==> config.mk <==
export PLATFORM = sky130hd
export DESIGN_NAME = sevenseg_scan_driver
export DESIGN_NICKNAME = d
export VERILOG_FILES = /design/src/rtl/sevenseg_scan_driver.sv
export SDC_FILE = /design/constraint.sdc
export NUM_CORES = 1
export LEC_CHECK = 0
export ABC_AREA = 0
export BUFFER_PORTS_ARGS = -buffer_cell sky130_fd_sc_hd__buf_4
export CAP_MARGIN = 20
export CORE_MARGIN = 10
export CORE_UTILIZATION = 50
export CTS_BUF_LIST = sky130_fd_sc_hd__clkbuf_8
export CTS_CLUSTER_DIAMETER = 100
export DETAILED_ROUTE_END_ITERATION = 6
export PLACE_DENSITY = 0.8
export SLEW_MARGIN = 10
export SYNTH_ARGS = -nofsm -noshare
export SYNTH_HDL_FRONTEND = slang
export SYNTH_SLANG_ARGS = --single-unit
export TNS_END_PERCENT = 50
==> constraint.sdc <==
create_clock -name clk -period 8.1 [get_ports clk]
set_input_delay 1.215 -clock clk [delete_from_list [all_inputs] [get_ports clk]]
set_output_delay 1.215 -clock clk [all_outputs]
set_load 0.05 [all_outputs]
==> src/rtl/sevenseg_scan_driver.sv <==
// -----------------------------------------------------------------------------
// sevenseg_scan_driver
//
// Display stage behind the arithmetic core. The core's result word is copied
// into shadow registers on a load strobe. The word is then shown as hex digits
// on a common-anode, time-multiplexed 7-segment display. Each digit slot lasts
// REFRESH_DIV clocks. The first BLANK_CYCLES clocks of every slot keep all
// anodes off, so the previous digit's pattern does not ghost onto the next one.
//
// Optional feature (compile-time macro LEADING_ZERO_BLANK_EN):
//   When defined, leading zero digits (digit i > 0 with every digit j >= i
//   equal to zero) show blank segments. Their anodes still strobe, so scan
//   timing does not change. Digit 0 is always shown.
//
// Ports:
//   clk       in   1         clock
//   rst       in   1         synchronous active-high reset
//   load      in   1         copy value/dot_mask into the shadow registers
//   value     in   4*DIGITS  hex word, digit i = value[4i+3:4i]
//   dot_mask  in   DIGITS    1 = decimal point lit on digit i
//   enable    in   1         0 = display dark, scanning keeps running
//   segments  out  7         {g,f,e,d,c,b,a}, active-low
//   dots      out  1         decimal point, active-low
//   an        out  DIGITS    anodes, active-low, at most one low
//   frame     out  1         one-cycle pulse after the digit index wraps to 0
//
// Every output is registered. The pins reflect the prescaler, index, shadow
// registers and enable as they stood before the previous clock edge.
// -----------------------------------------------------------------------------
module sevenseg_scan_driver #(
  parameter int DIGITS       = 8,
  parameter int REFRESH_DIV  = 100000,
  parameter int BLANK_CYCLES = 2
) (
  input  logic                  clk,
  input  logic                  rst,
  input  logic                  load,
  input  logic [4*DIGITS-1:0]   value,
  input  logic [DIGITS-1:0]     dot_mask,
  input  logic                  enable,
  output logic [6:0]            segments,
  output logic                  dots,
  output logic [DIGITS-1:0]     an,
  output logic                  frame
);

  localparam int PW = (REFRESH_DIV > 1) ? $clog2(REFRESH_DIV) : 1;
  localparam int IW = (DIGITS > 1) ? $clog2(DIGITS) : 1;

  localparam logic [PW-1:0] PRESC_MAX = PW'(REFRESH_DIV - 1);
  localparam logic [PW-1:0] BLANK_LIM = PW'(BLANK_CYCLES);
  localparam logic [IW-1:0] IDX_MAX   = IW'(DIGITS - 1);

  // Hex to active-low {g,f,e,d,c,b,a} segment pattern.
  function automatic logic [6:0] f_decode(input logic [3:0] nib);
    logic [6:0] seg;
    case (nib)
      4'h0:    seg = 7'h40;
      4'h1:    seg = 7'h79;
      4'h2:    seg = 7'h24;
      4'h3:    seg = 7'h30;
      4'h4:    seg = 7'h19;
      4'h5:    seg = 7'h12;
      4'h6:    seg = 7'h02;
      4'h7:    seg = 7'h78;
      4'h8:    seg = 7'h00;
      4'h9:    seg = 7'h10;
      4'hA:    seg = 7'h08;
      4'hB:    seg = 7'h03;
      4'hC:    seg = 7'h46;
      4'hD:    seg = 7'h21;
      4'hE:    seg = 7'h06;
      4'hF:    seg = 7'h0E;
      default: seg = 7'h7F;
    endcase
    return seg;
  endfunction

  logic [4*DIGITS-1:0] r_value;
  logic [DIGITS-1:0]   r_dmask;
  logic [PW-1:0]       r_presc;
  logic [IW-1:0]       r_idx;
  logic [6:0]          r_segments;
  logic                r_dots;
  logic [DIGITS-1:0]   r_an;
  logic                r_frame;

  logic [3:0]          w_nibble;
  logic                w_dot;
  logic [DIGITS-1:0]   w_an;
  logic                w_lz_blank;
  logic [6:0]          w_seg;
  logic                w_dark;
  logic                w_slot_end;

  // Select the shadow nibble, dot bit and one-hot-low anode for the current index.
  always_comb begin
    w_nibble = 4'h0;
    w_dot    = 1'b0;
    w_an     = {DIGITS{1'b1}};
    for (int i = 0; i < DIGITS; i++) begin
      if (r_idx == IW'(i)) begin
        w_nibble = r_value[4*i +: 4];
        w_dot    = r_dmask[i];
        w_an[i]  = 1'b0;
      end else begin
        w_an[i]  = 1'b1;
      end
    end
  end

  // Find whether the current digit is a leading zero. Scanning from the top
  // digit downward, w_tail_zero stays set only while every digit seen so far
  // is zero.
  always_comb begin
    logic w_tail_zero;
    w_tail_zero = 1'b1;
    w_lz_blank  = 1'b0;
    for (int i = DIGITS - 1; i >= 0; i--) begin
      w_tail_zero = w_tail_zero & (r_value[4*i +: 4] == 4'h0);
      if ((r_idx == IW'(i)) && (i != 0)) begin
        w_lz_blank = w_tail_zero;
      end else begin
        w_lz_blank = w_lz_blank;
      end
    end
  end

  // Segment pattern for the lit condition.
  always_comb begin
`ifdef LEADING_ZERO_BLANK_EN
    if (w_lz_blank) begin
      w_seg = 7'h7F;
    end else begin
      w_seg = f_decode(w_nibble);
    end
`else
    w_seg = f_decode(w_nibble);
`endif
  end

  // Dark during the anti-ghost window or while disabled. The blank window
  // wins over an enable that rises on the same edge.
  assign w_dark     = (r_presc < BLANK_LIM) || !enable;
  assign w_slot_end = (r_presc == PRESC_MAX);

  // Shadow registers, scan counters and registered output pins.
  always_ff @(posedge clk) begin
    if (rst) begin
      r_value    <= {(4*DIGITS){1'b0}};
      r_dmask    <= {DIGITS{1'b0}};
      r_presc    <= {PW{1'b0}};
      r_idx      <= {IW{1'b0}};
      r_segments <= 7'h7F;
      r_dots     <= 1'b1;
      r_an       <= {DIGITS{1'b1}};
      r_frame    <= 1'b0;
    end else begin
      if (load) begin
        r_value <= value;
        r_dmask <= dot_mask;
      end

      if (w_slot_end) begin
        r_presc <= {PW{1'b0}};
        r_idx   <= (r_idx == IDX_MAX) ? {IW{1'b0}} : r_idx + IW'(1);
      end else begin
        r_presc <= r_presc + PW'(1);
      end

      // Pulse on the edge where the index wraps to 0. The pulse is visible in
      // the cycle that follows.
      r_frame <= w_slot_end && (r_idx == IDX_MAX);

      if (w_dark) begin
        r_an       <= {DIGITS{1'b1}};
        r_segments <= 7'h7F;
        r_dots     <= 1'b1;
      end else begin
        r_an       <= w_an;
        r_segments <= w_seg;
        r_dots     <= ~w_dot;
      end
    end
  end

  assign segments = r_segments;
  assign dots     = r_dots;
  assign an       = r_an;
  assign frame    = r_frame;

endmodule

==> flow_summary.toml <==
[power]
p_comb_share_pct = 9.8
power.switching_uw = 185
clockPowerShare_pct = 41.5
seq_power_share_pct = 48.7
internal-power_uw = 644
swShare_pct = 22.3
power_per_cell_area_nw_per_um2 = 196
ir_worst_vdd_mv = 0.123
p_leak_uw = 0.00185

[sta]
maxSlewHeadroom_pct = 51.7
fmax_ghz = 0.316
setup_tns_ns = 0
worst_pin_slew_ns = 0.723
hold_viol = 0
slew_violations = 0
finalCritPeriodShare_pct = 39.1
fin_skew_ns = 0.0119
final_period_minus_worst_setup_slack_ns = 3.17
rsz0062_at_grt = "false"
setup_viol = 0

[routing]
drt_wl_total_um = 7870
drc = 0
dr.pass1.iters = 4
ant_nets = 0
vias = 2783
wl_per_cell_um = 14.8
drt_iter0_drc = 141
vias_per_cell = 5.24

[synth]
async_reset_ff_share_pct = 0
ys_types = 53
synth_edf_count = 0
syn_area_per_cell_um2 = 9.23
synth.area.top_cells = "dfxtp_1 44%, mux2i_1 12%, nor2_1 7.8%"
yosysTopAreaCell = "dfxtp_1"
synthMuxAreaShare_pct = 13.2
ys_seq_elements = 77
synth_top_area_share_pct = 43.7
synth-compound-area-share_pct = 10.5
synth_xor_area_share_pct = 3.97
yosys_warnings = 0
synthSimpleGateAreaFrac_pct = 18.7
synth_adder_area_share_pct = 4.61
syn_area_um2 = 3530
synth_nets = 439
syn_inst = 382
seq_area_frac_synth_pct = 43.7
synth_top_family_by_area = "simple AND/OR/NAND/NOR gates"
synthFlopType = "dfxtp_1"

[setup_path]
cpMaxStageDelayCell = "ha_1"
critPathArrivalTime_ns = 3.41
critPathKind = "reg -> reg"
crit_buf_inv = 2
crit_chain = "inv_1, ha_1, nand3b_1, a2bb2oi_1, o221a_1, a221oi_2, inv_1, ha_1, mux2_4, a221o_1"
cpPeakStageDelay_ns = 0.50
critPathMaxFanout = 13
required_ns = 8.34
endpoint_kind = "flip-flop"
critPathTopFamily = "compound AO/OA/AOI/OAI gates"
start_kind = "flip-flop"

[clock_network]
clock-sinks = 77
ctsResizeCount = 0
hold_buffers = 0
post_cts.repair.setup_buffers = 0
root_buffer = "clkbuf_8"
cts.clk_slew.worst_paths_ns = 0.07
cts_tree = "done"
cts_buffer_depth = 2
clk_latency_ns = 0.36
cts-buffers-inserted = 9
h-tree-depth = 3

[die]
rows = 30
ios = 61
die_area_um2 = 10800
die_h_um = 104
start_util_pct = 51.6
die_w_um = 104
core_area_um2 = 6830

[cells_and_area]
area_growth_pct = 19.6
fill_cells = 596
num-nets-final = 487
drive_above_1_share_pct = 19.8
diodes = 0
final_cell_mix = "77 x dfxtp_1, 73 x nor2_1, 60 x buf_4"
layoutNonFillerInstCount = 531
layout_commonest_cell = "dfxtp_1"

[placed_design]
port_buffers = 60
post-place-cells = 515
dpl.hpwl_um = 5720
place_congestion = 0.867

[global_route]
grt_pass1_wl_um = 13200
antenna_found_initial = 0
globalRouteOverflowTotal = 0
grt_max_degree = 47
first_global_vias = 2723
grt.total_usage_pct = 14.6

[outcome]
status = "finished, final reports clean"

[min_path]
hold_class = "reg -> reg"

[run]
drv_cap = 0
synthesized netlist by cell type (4+ instances only):
library cell	count
nor4_1	4
nor3_1	4
nand4_1	4
clkbuf_1	9
inv_1	16
o21ai_0	4
nor2_1	73
dfxtp_1	77
and3_1	4
ha_1	13
a2bb2oi_1	4
buf_1	5
xor2_1	11
mux2i_1	44
nand3_1	13
xnor2_1	5
a21oi_1	12
nand2_1	27
buf_4	4
state kept, by name, indices dropped and copies added (netlist names):
register	cells
an	8
dots	1
r_dmask	8
r_idx	3
r_value	32
segments	7
r_presc	17
frame	1
stage by stage:
step / worst slack, ns / instance area [um^2] / util, % / hold slack (ns) / total power, uW
after global routing: 4.73 / 4220 / 61.7 / 0.516 / 860
final: 4.93 / 4220 / 61.7 / 0.469 / 828
after global placement: 5.17 / 3980 / 58.2 / 0.444 / 491
after detailed placement: 4.99 / 3980 / 58.2 / 0.453 / 493
after floorplan: 5.45 / 3530 / - / 0.426 / 463
after CTS: 4.98 / 4220 / 61.7 / 0.471 / 838
layout make-up:
class	instances	area [um^2]	share of cell area, %
Clock inverter	6	103	2.43
Timing Repair Buffer	60	450	10.7
Multi-Input combinational cell	265	1800	42.7
Sequential cell	77	1540	36.6
Tap cell	96	120	2.85
Inverter	17	63.8	1.51
Clock buffer	10	138	3.26
kinds of logic after synthesis:
kind of cell    count (synthesis)
simple gates                  143
flops                          77
compound gates                 47
mux                            46
buf+inv                        40
xor+xnor                       16
fa+ha+maj                      13
power groups by stage:
stage | clock network (uW) | logic [uW] | registers [uW]
2_1_floorplan | 0 | 47.7 | 415
3_3_place_gp | 0 | 79.4 | 412
3_5_place_dp | 0 | 81.5 | 412
4_1_cts | 353 | 81.9 | 403
5_1_grt | 366 | 89.2 | 405
6_report | 344 | 80.9 | 404
per-layer routing:
| metal | GRT usage [%] | vias up | part of all wire (%) |
|---|---|---|---|
| met4 | 3.88 | 0 | 1.2 |
| met2 | 23.2 | 81 | 47 |
| met5 | 0 | - | 0 |
| met1 | 18.2 | 1276 | 46 |
| li1 | - | 1417 | - |
| met3 | 5.08 | 9 | 5.5 |
worst paths after layout:
path	startpoint	end	depth (start not counted)	slack [ns]
worst max-delay path	r_idx[0]	segments[6]	10	4.93
worst min-delay path	r_presc[0]	r_presc[0]	1	0.47
worst max register to register	r_idx[0]	segments[6]	10	4.93
worst min register to register	r_presc[0]	r_presc[0]	1	0.47
No activity file was read; power rests on OpenSTA's default activity.
